File: config.mk
export PLATFORM = sky130hd
export DESIGN_NAME = frame_sequencer_flat
export DESIGN_NICKNAME = d
export VERILOG_FILES = /design/src/rtl/frame_sequencer_if.sv /design/src/rtl/frame_sequencer.sv /design/src/flat_wrapper.sv
export SDC_FILE = /design/constraint.sdc
export NUM_CORES = 1
export LEC_CHECK = 0
export CAP_MARGIN = 20
export CORE_ASPECT_RATIO = 1.5
export CORE_MARGIN = 8
export CORE_UTILIZATION = 53
export CTS_CLUSTER_DIAMETER = 100
export DETAILED_ROUTE_END_ITERATION = 10
export GPL_TIMING_DRIVEN = 0
export PLACE_DENSITY_LB_ADDON = 0.1
export SYNTH_ARGS = -nofsm -noshare
export SYNTH_HDL_FRONTEND = slang
export SYNTH_SLANG_ARGS = --single-unit
File: constraint.sdc
create_clock -name clk -period 6 [get_ports clk]
set_input_delay 1.5 -clock clk [delete_from_list [all_inputs] [get_ports clk]]
set_output_delay 1.5 -clock clk [all_outputs]
set_load 0.01 [all_outputs]
File: src/rtl/frame_sequencer_if.sv
// Bus bundle for frame_sequencer: upstream sample handshake, downstream word handshake,
// word-select strobes and status.
interface frame_sequencer_if;
    logic        enable;
    logic [15:0] data_in;
    logic        data_valid;
    logic        data_ready;
    logic [15:0] out_word;
    logic        out_valid;
    logic        out_ready;
    logic        signal_f1;
    logic        signal_f2;
    logic        signal_d;
    logic [15:0] sf_count;
    logic        fill_flag;
    logic        busy;

    modport master (
        output enable, data_in, data_valid, out_ready,
        input  data_ready, out_word, out_valid, signal_f1, signal_f2, signal_d,
               sf_count, fill_flag, busy
    );

    modport slave (
        input  enable, data_in, data_valid, out_ready,
        output data_ready, out_word, out_valid, signal_f1, signal_f2, signal_d,
               sf_count, fill_flag, busy
    );
endinterface

File: src/rtl/frame_sequencer.sv
// Telemetry frame builder: SYNC1, SYNC2, frame counter, then WORDS_PER_FRAME data words,
// padding with FILL_WORD when upstream stalls so the frame cadence is preserved.
module frame_sequencer #(
    parameter int unsigned WORDS_PER_FRAME = 8,
    parameter logic [15:0] SYNC1           = 16'hEB90,
    parameter logic [15:0] SYNC2           = 16'h146F,
    parameter int unsigned FILL_TIMEOUT    = 64,
    parameter logic [15:0] FILL_WORD       = 16'h0000
) (
    input logic               clk,
    input logic               reset,
    frame_sequencer_if.slave  bus
);

    localparam int unsigned WCW = (WORDS_PER_FRAME > 1) ? $clog2(WORDS_PER_FRAME) : 1;
    localparam int unsigned TOW = (FILL_TIMEOUT > 1) ? $clog2(FILL_TIMEOUT) : 1;
    localparam logic [WCW-1:0] LastWord = WCW'(WORDS_PER_FRAME - 1);
    localparam logic [TOW-1:0] LastIdle = TOW'(FILL_TIMEOUT - 1);

    // StEof: last data word of the frame is in the output register.
    typedef enum logic [2:0] {StIdle, StF1, StF2, StCnt, StData, StEof} state_e;

    state_e         state_q, state_d;
    logic [WCW-1:0] word_cnt_q, word_cnt_d;
    logic [TOW-1:0] idle_cnt_q, idle_cnt_d;
    logic [15:0]    sf_count_q, sf_count_d;
    logic [15:0]    out_word_q, out_word_d;
    logic           out_valid_q, out_valid_d;
    logic           f1_q, f1_d;
    logic           f2_q, f2_d;
    logic           d_q, d_d;
    logic           fill_q, fill_d;

    logic load;
    logic in_data;
    logic take;
    logic fill;
    logic last;

    assign load    = ~out_valid_q | bus.out_ready;
    assign in_data = (state_q == StCnt) | (state_q == StData);
    assign take    = in_data & load & bus.data_valid;
    // Pad on the FILL_TIMEOUT-th consecutive stalled load cycle.
    assign fill    = in_data & load & ~bus.data_valid & (idle_cnt_q == LastIdle);
    assign last    = (take | fill) & (word_cnt_q == LastWord);

    always_ff @(posedge clk) begin
        if (reset) begin
            state_q <= StIdle;
        end else begin
            state_q <= state_d;
        end
    end

    always_comb begin
        state_d = state_q;
        unique case (state_q)
            StIdle, StEof: if (load) state_d = bus.enable ? StF1 : StIdle;
            StF1:          if (load) state_d = StF2;
            StF2:          if (load) state_d = StCnt;
            StCnt, StData: if (take | fill) state_d = last ? StEof : StData;
            default:       state_d = StIdle;
        endcase
    end

    always_comb begin
        out_word_d  = out_word_q;
        out_valid_d = out_valid_q;
        f1_d        = f1_q;
        f2_d        = f2_q;
        d_d         = d_q;
        fill_d      = fill_q;
        word_cnt_d  = word_cnt_q;
        idle_cnt_d  = idle_cnt_q;
        sf_count_d  = sf_count_q;
        if (load) begin
            // Register drains to all-zero unless a new word is loaded below.
            out_valid_d = 1'b0;
            out_word_d  = '0;
            f1_d        = 1'b0;
            f2_d        = 1'b0;
            d_d         = 1'b0;
            fill_d      = 1'b0;
            unique case (state_q)
                StIdle, StEof: begin
                    if (bus.enable) begin
                        out_valid_d = 1'b1;
                        out_word_d  = SYNC1;
                        f1_d        = 1'b1;
                        idle_cnt_d  = '0;
                    end
                end
                StF1: begin
                    out_valid_d = 1'b1;
                    out_word_d  = SYNC2;
                    f2_d        = 1'b1;
                end
                StF2: begin
                    out_valid_d = 1'b1;
                    out_word_d  = sf_count_q;
                end
                StCnt, StData: begin
                    if (take || fill) begin
                        out_valid_d = 1'b1;
                        out_word_d  = take ? bus.data_in : FILL_WORD;
                        d_d         = 1'b1;
                        fill_d      = fill;
                        idle_cnt_d  = '0;
                        word_cnt_d  = word_cnt_q + WCW'(1);
                        if (last) begin
                            word_cnt_d = '0;
                            sf_count_d = sf_count_q + 16'd1;
                        end
                    end else begin
                        idle_cnt_d = idle_cnt_q + TOW'(1);
                    end
                end
                default: ;
            endcase
        end
    end

    always_ff @(posedge clk) begin
        if (reset) begin
            out_word_q  <= '0;
            out_valid_q <= 1'b0;
            f1_q        <= 1'b0;
            f2_q        <= 1'b0;
            d_q         <= 1'b0;
            fill_q      <= 1'b0;
            word_cnt_q  <= '0;
            idle_cnt_q  <= '0;
            sf_count_q  <= '0;
        end else begin
            out_word_q  <= out_word_d;
            out_valid_q <= out_valid_d;
            f1_q        <= f1_d;
            f2_q        <= f2_d;
            d_q         <= d_d;
            fill_q      <= fill_d;
            word_cnt_q  <= word_cnt_d;
            idle_cnt_q  <= idle_cnt_d;
            sf_count_q  <= sf_count_d;
        end
    end

    // A reset cycle discards whatever sits on data_in, so never signal acceptance then.
    assign bus.data_ready = in_data & load & ~fill & ~reset;
    assign bus.out_word   = out_word_q;
    assign bus.out_valid  = out_valid_q;
    assign bus.signal_f1  = f1_q;
    assign bus.signal_f2  = f2_q;
    assign bus.signal_d   = d_q;
    assign bus.fill_flag  = fill_q;
    assign bus.sf_count   = sf_count_q;
    assign bus.busy       = (state_q != StIdle);

endmodule

File: src/flat_wrapper.sv
// flat-port wrapper written by rule: the top's interface ports become plain ports
module frame_sequencer_flat 
#(
    parameter int unsigned WORDS_PER_FRAME = 8,
    parameter logic [15:0] SYNC1           = 16'hEB90,
    parameter logic [15:0] SYNC2           = 16'h146F,
    parameter int unsigned FILL_TIMEOUT    = 64,
    parameter logic [15:0] FILL_WORD       = 16'h0000
)
  (clk, reset, bus_enable, bus_data_in, bus_data_valid, bus_out_ready, bus_data_ready, bus_out_word, bus_out_valid, bus_signal_f1, bus_signal_f2, bus_signal_d, bus_sf_count, bus_fill_flag, bus_busy);
  frame_sequencer_if bus_i ();
  input logic clk;
  input logic reset;
  input wire logic [$bits(bus_i.enable)-1:0] bus_enable;
  input wire logic [$bits(bus_i.data_in)-1:0] bus_data_in;
  input wire logic [$bits(bus_i.data_valid)-1:0] bus_data_valid;
  input wire logic [$bits(bus_i.out_ready)-1:0] bus_out_ready;
  output wire logic [$bits(bus_i.data_ready)-1:0] bus_data_ready;
  output wire logic [$bits(bus_i.out_word)-1:0] bus_out_word;
  output wire logic [$bits(bus_i.out_valid)-1:0] bus_out_valid;
  output wire logic [$bits(bus_i.signal_f1)-1:0] bus_signal_f1;
  output wire logic [$bits(bus_i.signal_f2)-1:0] bus_signal_f2;
  output wire logic [$bits(bus_i.signal_d)-1:0] bus_signal_d;
  output wire logic [$bits(bus_i.sf_count)-1:0] bus_sf_count;
  output wire logic [$bits(bus_i.fill_flag)-1:0] bus_fill_flag;
  output wire logic [$bits(bus_i.busy)-1:0] bus_busy;
  assign bus_i.enable = bus_enable;
  assign bus_i.data_in = bus_data_in;
  assign bus_i.data_valid = bus_data_valid;
  assign bus_i.out_ready = bus_out_ready;
  assign bus_data_ready = bus_i.data_ready;
  assign bus_out_word = bus_i.out_word;
  assign bus_out_valid = bus_i.out_valid;
  assign bus_signal_f1 = bus_i.signal_f1;
  assign bus_signal_f2 = bus_i.signal_f2;
  assign bus_signal_d = bus_i.signal_d;
  assign bus_sf_count = bus_i.sf_count;
  assign bus_fill_flag = bus_i.fill_flag;
  assign bus_busy = bus_i.busy;
  frame_sequencer #(.WORDS_PER_FRAME(WORDS_PER_FRAME), .SYNC1(SYNC1), .SYNC2(SYNC2), .FILL_TIMEOUT(FILL_TIMEOUT), .FILL_WORD(FILL_WORD)) u_core (.clk(clk), .reset(reset), .bus(bus_i));
endmodule
==> results of run 1 <==
area by class of cell:
class / instances / area, um^2
Multi-Input combinational cell: 227 / 1510
Tap cell: 66 / 82.6
Clock inverter: 1 / 30.0
Inverter: 4 / 15.0
Fill cell: 422 / 1400
Timing Repair Buffer: 60 / 596
Buffer: 27 / 111
Sequential cell: 49 / 981
Clock buffer: 7 / 86.3
metrics by stage:
stage	power (mW)	instance area [um^2]	std cells
4_1_cts	0.747	3400	440
3_3_place_gp	0.499	3290	432
2_1_floorplan	0.437	2610	307
3_5_place_dp	0.502	3290	432
5_1_grt	0.776	3410	441
6_report	0.746	3410	441
registers in the layout (all words and copies together), names as in the netlist:
| register | count |
|---|---|
| u_core.word_cnt_q | 3 |
| u_core.bus.signal_f1 | 1 |
| u_core.state_q | 3 |
| u_core.bus.sf_count | 16 |
| u_core.bus.out_word | 16 |
| u_core.bus.out_valid | 1 |
| u_core.bus.signal_f2 | 1 |
| u_core.idle_cnt_q | 6 |
| u_core.bus.signal_d | 1 |
| u_core.bus.fill_flag | 1 |
cell usage after synthesis (5+ instances only):
cell type  instances
a221o_1            9
nand3_1            8
nor2b_1           10
nand4_1           13
clkbuf_1          20
or3_1              6
dfxtp_1           49
nand2b_1           5
nand2_1           31
o21ai_0            7
o41ai_1            7
a221oi_1          17
a21oi_1           34
o31ai_1            6
or4b_1             6
mux2_2             7
nor2_1            13
final timing paths:
check                       startpoint                      end  cells past startpoint
hold / removal    u_core.word_cnt_q[1]     u_core.word_cnt_q[1]                      2
setup / recovery                 reset           bus_data_ready                      6
hold reg to reg   u_core.word_cnt_q[1]     u_core.word_cnt_q[1]                      2
setup reg to reg  u_core.idle_cnt_q[0]  u_core.bus.sf_count[13]                      6
metal layers:
layer	track usage, %	up-vias
met5	0	-
met4	11.4	0
met3	3.93	21
met2	39.2	141
met1	24.3	1320
li1	-	1324
cells by family (layout without fill, tap and decap cells):
family                   count (synthesis)  in the layout  synth area share, %
multiplexers                             7              7                 3.02
buffers and inverters                   31             99                 4.84
AND/OR/NAND/NOR                        121            121                 26.9
flip-flops                              49             49                 37.5
adder cells (fa/ha/maj)                  4              4                 1.92
AO/OA/AOI/OAI                           95             95                 25.8
power by group through the flow:
stage,clock network [mW],logic [mW],registers [mW]
6_report,0.251,0.143,0.353
4_1_cts,0.252,0.142,0.353
3_5_place_dp,0,0.141,0.360
5_1_grt,0.264,0.156,0.355
3_3_place_gp,0,0.140,0.360
2_1_floorplan,0,0.0727,0.364
cell usage in the layout, fill, tap and decap left out, types with 5 or more instances in the layout:
cell type,Yosys,final
o31ai_1,6,6
mux2_2,7,7
or4b_1,6,6
nor2_1,13,13
a221o_1,9,9
dfxtp_1,49,49
o41ai_1,7,7
clkdlybuf4s50_1,0,59
clkbuf_8,0,6
nand4_1,13,13
a21oi_1,34,34
or3_1,6,6
a221oi_1,17,17
nor2b_1,10,10
o21ai_0,7,7
nand2b_1,5,5
clkbuf_1,20,21
nand2_1,31,31
nand3_1,8,8
worst max-delay path, delay by kind of cell:
| family | cells | cell delay (ns) |
|---|---|---|
| and+or+nand+nor | 1 | 0.12 |
| buffers and inverters | 5 | 2.36 |
==> metrics.md, run 1 <==
| Metric | Value |
|---|---|
| Outcome | complete, no violations |
| Flops & latches, synth | 49 |
| Fin. Hold Viols | 0 |
| Setup Viol. Count Final | 0 |
| Routed wire per std cell | 18.1 um |
| Largest net degree at the start of global routing | 15 |
| DRC Markers | 0 |
| Clock slew at reported path FFs | 0.09 ns |
| Max stage delay on crit path | 0.51 ns |
| Asr flop ratio synth | 0% |
| First-pass GRT wire length | 13.1 mm |
| Post-synth EDFFs | 0 |
| Violation count after the first detailed-route iteration | 249 |
| Max Freq | 182 MHz |
| Postcts setup bufs | 0 |
| Slew margin rel. | 34.1% |
| Hold crit path type | flip-flop to flip-flop |
| Worst slew pin tran | 0.986 ns |
| Top_reg_cell synth | dfxtp_1 |
| Worst-Skew Late Latency | 0.31 ns |
| Area Growth Syn to Fin | 30.4% |
| CTS max path bufs | 2 |
| DR vias | 2,806 |
| Cell mode on critical path | clkbuf_1 |
| Area contributors post-synth | dfxtp_1 (38%), a21oi_1 (6.5%), a221oi_1 (5.7%), nand2_1 (4.5%), a221o_1 (3.4%) |
| Final GP Congestion | 0.918 |
| Final setup TNS | 0 ns |
| Post-route setup slack | 0.514 ns |
| Top sig layer | met4 |
| Vias in the first global route | 2,649 |
| DRT Wirelength | 7.97 mm |
| Number of H-tree levels | 2 |
| Clk network pwr share | 33.6% |
| Flop2flop setup slack | 3.77 ns |
| Mapped Nets | 332 |
| Part of the cycle the worst path needs | 91.4% |
| Synth unique cells | 43 |
| Final nets | 399 |
| # IOs | 60 |
| TritonCTS buffer count | 5 |
| Final Skew | 0.0108 ns |
| Post-layout min period | 5.49 ns |
| Min Hold Slack | 0.482 ns |
| Switch Pwr | 0.205 mW |
| Input/output buffers | 59 |
| Yosys warnings | 0 |
| Met2 routed WL | 4.08 mm |
| Cells along the critical path | clkdlybuf4s50_1 > clkbuf_1 > clkbuf_1 > clkbuf_1 > nor3_1 > clkdlybuf4s50_1 |
| Initial antenna violation count | 0 |
| Yosys top cell area share | 37.5% |
| Netlist Area Pre-Place | 2610 um^2 |
| Antenna viol nets, final | 0 |
| Chip Height | 102 um |
| Maximum VDD drop | 185 uV |
| Core area | 4810 um^2 |
| CTS resizes | 0 |
| Pre-CTS setup slack | 0.537 ns |
| Total GRT Usage | 22.1% |
| CP Capture Type | primary output |
| Die area | 7480 um^2 |
| Reg power frac | 47.3% |
| Clock root buffer | clkbuf_8 |
| Layout cells sized above 1 | 5.87% |
| Layout Utilization | 70.8% |
| Num rows | 31 |
| CP max stage cell | clkbuf_1 |
| 1st-pass router iterations | 5 |
| Max FO, Critical Path | 10 |
| Startpoint Class | input pin |
| Combinational Power Share | 19.1% |
| DR vias/cell | 6.36 |
| Sink Count | 49 |
| PD cells | 219 nW/um^2 |
| Wire length on met1 | 3.10 mm |
| TritonCTS clock tree | yes |
| ANT cells | 0 |
| Grt total ovfl | 0 |
| Register area share after synthesis | 37.5% |
| Fraction of power spent switching nets | 27.4% |
| Met3 Wirelength | 574 um |
| Initial Utilization | 54.3% |
| WP data arrival | 3.99 ns |
| RSZ-0062 raised after global routing | false |
| Total internal power | 0.542 mW |
| Syn_area_per_cell | 8.51 um^2 |
| P_leak | 1.11 nW |
| Die width | 73.3 um |
| Hold buffer count at cts | 0 |
| HPWL Detailed | 5.78 mm |
| Worst Path Required | 4.50 ns |
| Mapped Cells | 307 |
| Crit Path Class | input pin to primary output |
| Max-cap viol count | 0 |
| Final Slew Violations | 0 |
| Post-synth top area cell | dfxtp_1 |
No activity file was read; power rests on OpenSTA's default activity.
==> run 2, diff against run 1 <==
- PLACE_DENSITY: unset -> 0.84
- PLACE_DENSITY_LB_ADDON: 0.1 -> unset
==> run 2 against run 1 <==
Net effect: design area grew 0.59%; first-iteration DRC count shrank 20%; via count shrank 1.1%; global-route usage shrank 0.53 points; power grew 4.5%; critical path depth is the same; register-to-register slack lost 0.12 ns; final cell count is the same; hold slack gained 0.0038 ns; clock power grew 13%.
==> metrics.md, run 2 (same netlist as run 1, synthesis figures left out) <==
| Metric | Value |
|---|---|
| Outcome | complete, no violations |
| Core area | 4810 um^2 (unchanged) |
| # IOs | 60 (unchanged) |
| P_leak | 1.12 nW (+0.81%) |
| Total GRT Usage | 21.6% (-0.53 points) |
| Number of H-tree levels | 2 (unchanged) |
| TritonCTS clock tree | yes |
| Final setup TNS | 0 ns (unchanged) |
| Worst Path Required | 4.50 ns (about the same) |
| Hold Path Stages | 2 (unchanged) |
| RSZ-0062 raised after global routing | false |
| Worst reg-to-reg path cell count | 6 (unchanged) |
| Commonest non-fill, non-tap cell in the layout | clkdlybuf4s50_1 |
| R2R Path Start | u_core.idle_cnt_q[0] |
| CTS max path bufs | 2 (unchanged) |
| Sink Count | 49 (unchanged) |
| Flop2flop setup slack | 3.65 ns (-0.12 ns) |
| Layout cells sized above 1 | 6.13% (+0.27 points) |
| Initial Utilization | 54.3% (unchanged) |
| Violation count after the first detailed-route iteration | 200 (-20%) |
| Max stage delay on crit path | 0.51 ns (about the same) |
| Final Skew | 0.00922 ns (-0.00154 ns) |
| Max Freq | 180 MHz (-1.4%) |
| Min Hold Slack | 0.486 ns (+0.00382 ns) |
| WP data arrival | 4.06 ns (+0.07 ns) |
| DR vias/cell | 6.29 (-1.1%) |
| Crit Path Class | input pin to primary output |
| Area Growth Syn to Fin | 31.2% |
| Min-delay src | u_core.bus.signal_f1 |
| Antenna viol nets, final | 0 (unchanged) |
| Met3 Wirelength | 524 um (-8.7%) |
| Final nets | 399 (unchanged) |
| Most frequent cells in the layout | clkdlybuf4s50_1 (59), dfxtp_1 (49), a21oi_1 (34) |
| TritonCTS buffer count | 5 (unchanged) |
| Maximum VDD drop | 186 uV (+0.39%) |
| CP max stage cell | clkbuf_1 |
| Fin. Hold Viols | 0 (unchanged) |
| Max-cap viol count | 0 (unchanged) |
| Die area | 7480 um^2 (unchanged) |
| DRC Markers | 0 (unchanged) |
| Startpoint Class | input pin |
| Worst slew pin tran | 0.904 ns (-0.0826 ns) |
| Filler Cell Count | 410 (-2.8%) |
| Routed wire per std cell | 17.9 um (-1.0%) |
| Hold path endpoint | u_core.bus.signal_f1 |
| Initial antenna violation count | 0 (unchanged) |
| Setup Viol. Count Final | 0 (unchanged) |
| Num rows | 31 (unchanged) |
| DR vias | 2,774 (-1.1%) |
| Design area | 3430 um^2 (+0.59%) |
| Clock root buffer | clkbuf_8 |
| Worst-Skew Late Latency | 0.31 ns (about the same) |
| Clock slew at reported path FFs | 0.09 ns (about the same) |
| Post-DP Area | 3290 um^2 (unchanged) |
| Hold crit path type | flip-flop to flip-flop |
| First-pass GRT wire length | 12.9 mm (-1.5%) |
| Met2 routed WL | 3.93 mm (-3.6%) |
| Area of the multi-input gates | 1510 um^2 (unchanged) |
| Part of the cycle the worst path needs | 92.7% (+1.3 points) |
| 1st-pass router iterations | 4 (-1) |
| Wire length on met1 | 3.17 mm (+2.3%) |
| Final GP Congestion | 0.860 (-6.3%) |
| Overall power | 0.780 mW (+4.5%) |
| WP buf/inv | 5 (unchanged) |
| Top sig layer | met4 |
| Post-route setup slack | 0.435 ns (-0.0786 ns) |
| Final Slew Violations | 0 (unchanged) |
| Hold buffer count at cts | 0 (unchanged) |
| Grt total ovfl | 0 (unchanged) |
| Chip Height | 102 um (unchanged) |
| Cell mode on critical path | clkbuf_1 |
| Worst R2R End | u_core.bus.sf_count[13] |
| HPWL Detailed | 5.72 mm (-0.96%) |
| Vias in the first global route | 2,691 (+1.6%) |
| ANT cells | 0 (unchanged) |
| Max FO, Critical Path | 10 (unchanged) |
| Die width | 73.3 um (unchanged) |
| Critical path's top delay family | buffers and inverters |
| Slew margin rel. | 39.6% (+5.5 points) |
| FF/Latch Area | 981 um^2 (unchanged) |
| Pre-CTS setup slack | 0.459 ns (-0.0787 ns) |
| Post-layout min period | 5.56 ns (+0.0786 ns) |
| PD cells | 228 nW/um^2 (+3.9%) |
| Postcts setup bufs | 0 (unchanged) |
| Largest net degree at the start of global routing | 16 (+1) |
| DRT Wirelength | 7.89 mm (-1.0%) |
| Cells along the critical path | clkdlybuf4s50_1 > clkbuf_1 > clkbuf_1 > clkbuf_1 > nor3_1 > clkdlybuf4s50_1 |
| Input/output buffers | 59 (unchanged) |
| CP Capture Type | primary output |
| CTS resizes | 0 (unchanged) |
[run 2: changes by cell type in the layout (fill, tap and decap cells not counted), sizes merged]
cell / before / now
buf: 7 / 6
bufinv: 1 / 2
clkbuf: 28 / 27
clkinv: 0 / 1
[run 2: metrics by stage]
stage | cells | utilization [%]
2_1_floorplan | 307 | -
3_3_place_gp | 432 | 68.3
3_5_place_dp | 432 | 68.3
4_1_cts | 440 | 71.1
5_1_grt | 441 | 71.3
6_report | 441 | 71.3
[run 2: layout make-up]
type                    instances  share of cell area (%)
inverters                       4                   0.438
multi-input cells             227                    43.9
clock buffers                   5                    2.01
plain buffers                  27                    3.25
clock inverters                 3                    1.90
repair buffers                 60                    17.5
flip-flops and latches         49                    28.6
well taps                      66                    2.41
[run 2: worst max path at each step]
stage / start / to / slack [ns] / cells after the start
floorplan: reset / bus_data_ready / 1.96 / 4
global placement: reset / bus_data_ready / 0.52 / 6
detailed placement: reset / bus_data_ready / 0.46 / 6
CTS: reset / bus_data_ready / 0.44 / 6
global route: reset / bus_data_ready / 0.31 / 6
finish: reset / bus_data_ready / 0.44 / 6
[run 2: tightest hold or removal path, delay by kind of cell (launching register included)]
kind	cells	cell delay, ns
AOI/OAI and AO/OA	1	0.06
DFF	1	0.33
and+or+nand+nor	1	0.06
[run 2: power by group]
group	switching [mW]	total (mW)	internal (mW)	leakage [nW]
clock network	0.119	0.284	0.166	0.0681
registers	0.0122	0.353	0.341	0.398
logic	0.0780	0.143	0.0650	0.657
[run 2: layer usage]
layer	global-route usage, %	vias to the layer above
li1	-	1318
met1	23.9	1327
met2	37.6	108
met3	4.52	21
met4	11.1	0
met5	0	-
==> run 3, diff against run 2 <==
- CORE_ASPECT_RATIO: 1.5 -> unset
==> run 3 against run 2 <==
Net effect: setup slack better by 0.12 ns; critical path type unchanged; die area decreased by 0.62%; largest power group unchanged; register-to-register slack lost 0.03 ns; largest cell class unchanged.
==> metrics.md, run 3 (same netlist as run 1, synthesis figures left out) <==
| Metric | Value |
|---|---|
| Outcome | complete, no violations |
| Setup Viol. Count Final | 0 (unchanged) |
| Chip Height | 86.2 um (-15%) |
| Area Growth Syn to Fin | 30.0% |
| Fin. Hold Viols | 0 (unchanged) |
| Part of the cycle the worst path needs | 90.8% (-2.0 points) |
| Max-cap viol count | 0 (unchanged) |
| Num rows | 25 (-19%) |
| CP Capture Type | primary output |
| Worst slew pin tran | 0.972 ns (+0.0683 ns) |
| Clock root buffer | clkbuf_8 |
| Max FO, Critical Path | 10 (unchanged) |
| Hold crit path type | flip-flop to flip-flop |
| WP buf/inv | 5 (unchanged) |
| Switch Pwr | 0.197 mW (-5.8%) |
| Clk network pwr share | 31.7% (-4.7 points) |
| Postcts setup bufs | 0 (unchanged) |
| Input/output buffers | 59 (unchanged) |
| Slew margin rel. | 35.1% (-4.6 points) |
| Final Skew | 0.00683 ns (-0.00239 ns) |
| Vias in the first global route | 2,618 (-2.7%) |
| P_leak | 1.11 nW (-1.2%) |
| Number of H-tree levels | 2 (unchanged) |
| Startpoint Class | input pin |
| CTS resizes | 0 (unchanged) |
| Filler Cell Count | 387 (-5.6%) |
| First-pass GRT wire length | 12.7 mm (-1.7%) |
| CP max stage cell | clkdlybuf4s50_1 |
| Initial Utilization | 54.9% (+0.63 points) |
| Met3 Usage GRT | 5.29% (+0.77 points) |
| Maximum VDD drop | 128 uV (-31%) |
| Initial antenna violation count | 0 (unchanged) |
| HPWL Detailed | 5.65 mm (-1.1%) |
| DRT Wirelength | 7.66 mm (-3.0%) |
| Final non-filler cell total | 441 (unchanged) |
| Most used routing layer | met2 |
| Max stage delay on crit path | 0.51 ns (about the same) |
| Worst Path Required | 4.50 ns (about the same) |
| Post-layout min period | 5.45 ns (-0.118 ns) |
| TritonCTS buffer count | 5 (unchanged) |
| # IOs | 60 (unchanged) |
| DR vias | 2,722 (-1.9%) |
| Grt total ovfl | 0 (unchanged) |
| Min Hold Slack | 0.473 ns (-0.0131 ns) |
| Critical path's top delay family | buffers and inverters |
| Largest net degree at the start of global routing | 15 (-1) |
| Die area | 7430 um^2 (-0.62%) |
| Final setup TNS | 0 ns (unchanged) |
| Cells along the critical path | clkdlybuf4s50_1 > clkbuf_1 > clkbuf_1 > clkbuf_1 > nor3_1 > clkdlybuf4s50_1 |
| Antenna viol nets, final | 0 (unchanged) |
| Commonest non-fill, non-tap cell in the layout | clkdlybuf4s50_1 |
| Core area | 4750 um^2 (-1.1%) |
| RSZ-0062 raised after global routing | false |
| WP data arrival | 3.95 ns (-0.11 ns) |
| Total internal power | 0.527 mW (-7.8%) |
| Violation count after the first detailed-route iteration | 205 (+2.5%) |
| PD cells | 213 nW/um^2 (-6.4%) |
| Reg power frac | 48.8% (+3.6 points) |
| Clock slew at reported path FFs | 0.08 ns (about the same) |
| DR vias/cell | 6.17 (-1.9%) |
| Total GRT Usage | 20.9% (-0.67 points) |
| Die width | 86.2 um (+18%) |
| ANT cells | 0 (unchanged) |
| Crit Path Class | input pin to primary output |
| Final nets | 399 (unchanged) |
| Routed wire per std cell | 17.4 um (-3.0%) |
| Most frequent cells in the layout | clkdlybuf4s50_1 (59), dfxtp_1 (49), a21oi_1 (34) |
| GR Layer Usage met1 | 26.1% (+2.2 points) |
| Sink Count | 49 (unchanged) |
| TritonCTS clock tree | yes |
| Final GP Congestion | 0.904 (+5.1%) |
| Hold buffer count at cts | 0 (unchanged) |
| Cell mode on critical path | clkbuf_1 |
| Layout cells sized above 1 | 5.88% (-0.25 points) |
| 1st-pass router iterations | 4 (unchanged) |
| Max Freq | 184 MHz (+2.2%) |
| Worst-Skew Late Latency | 0.31 ns (about the same) |
| Placed insts | 433 (+0.23%) |
| CTS max path bufs | 2 (unchanged) |
| Final Slew Violations | 0 (unchanged) |
| DRC Markers | 0 (unchanged) |
| Fraction of power spent switching nets | 27.2% (+0.43 points) |
| Combinational Power Share | 19.6% (+1.3 points) |
| Routing usage on met2 | 34.1% (-3.5 points) |
==> run 3: changes by cell type in the layout (fill, tap and decap cells not counted) <==
cell | before | now
buf_2 | 1 | 2
bufinv_16 | 2 | 1
clkbuf_4 | 1 | 0
==> run 3: path summary, 6_finish.rpt <==
path	depth (start not counted)	end	start	slack, ns
worst max-delay path	6	bus_data_ready	reset	0.55
worst min-delay path	2	u_core.bus.signal_f1	u_core.bus.signal_f1	0.47
worst max register to register	6	u_core.bus.sf_count[13]	u_core.idle_cnt_q[0]	3.62
worst min register to register	2	u_core.bus.signal_f1	u_core.bus.signal_f1	0.47
==> run 3: area by class of cell <==
type | count | area [um^2] | share of cell area [%]
multi-input combinational | 227 | 1510 | 44.3
sequential | 49 | 981 | 28.9
timing repair buffer | 60 | 596 | 17.5
buffer | 27 | 111 | 3.28
tap | 67 | 83.8 | 2.47
clock buffer | 5 | 68.8 | 2.03
clock inverter | 2 | 35.0 | 1.03
inverter | 4 | 15.0 | 0.442
==> run 3: per-stage QoR <==
step	worst slack, ns	power, mW	instance area, um^2	util (%)
2_1_floorplan	1.96	0.437	2610	-
3_3_place_gp	0.600	0.498	3290	69.1
3_5_place_dp	0.625	0.501	3290	69.1
4_1_cts	0.592	0.726	3390	71.3
5_1_grt	0.395	0.758	3400	71.4
6_report	0.554	0.724	3400	71.4
==> run 3: power groups by stage <==
stage | registers (mW) | clock network [mW] | logic (mW)
detailed placement | 0.360 | 0 | 0.141
global route | 0.356 | 0.248 | 0.154
finish | 0.353 | 0.229 | 0.142
floorplan | 0.364 | 0 | 0.0727
CTS | 0.353 | 0.232 | 0.141
global placement | 0.359 | 0 | 0.139
==> run 3: per-layer routing <==
metal  up-vias  share of wire [%]
li1       1321                  -
met1      1292                 44
met2        99                 47
met5         -                  0
met3        10                7.5
met4         0                1.2
==> run 3: worst reg2reg max path: stages, from the launching register on <==
cell      delay [ns]
dfxtp_1         0.40
ha_1            0.26
nand2_1         0.11
o21ai_0         0.51
clkbuf_1        0.48
nand4_1         0.22
mux2_2          0.31
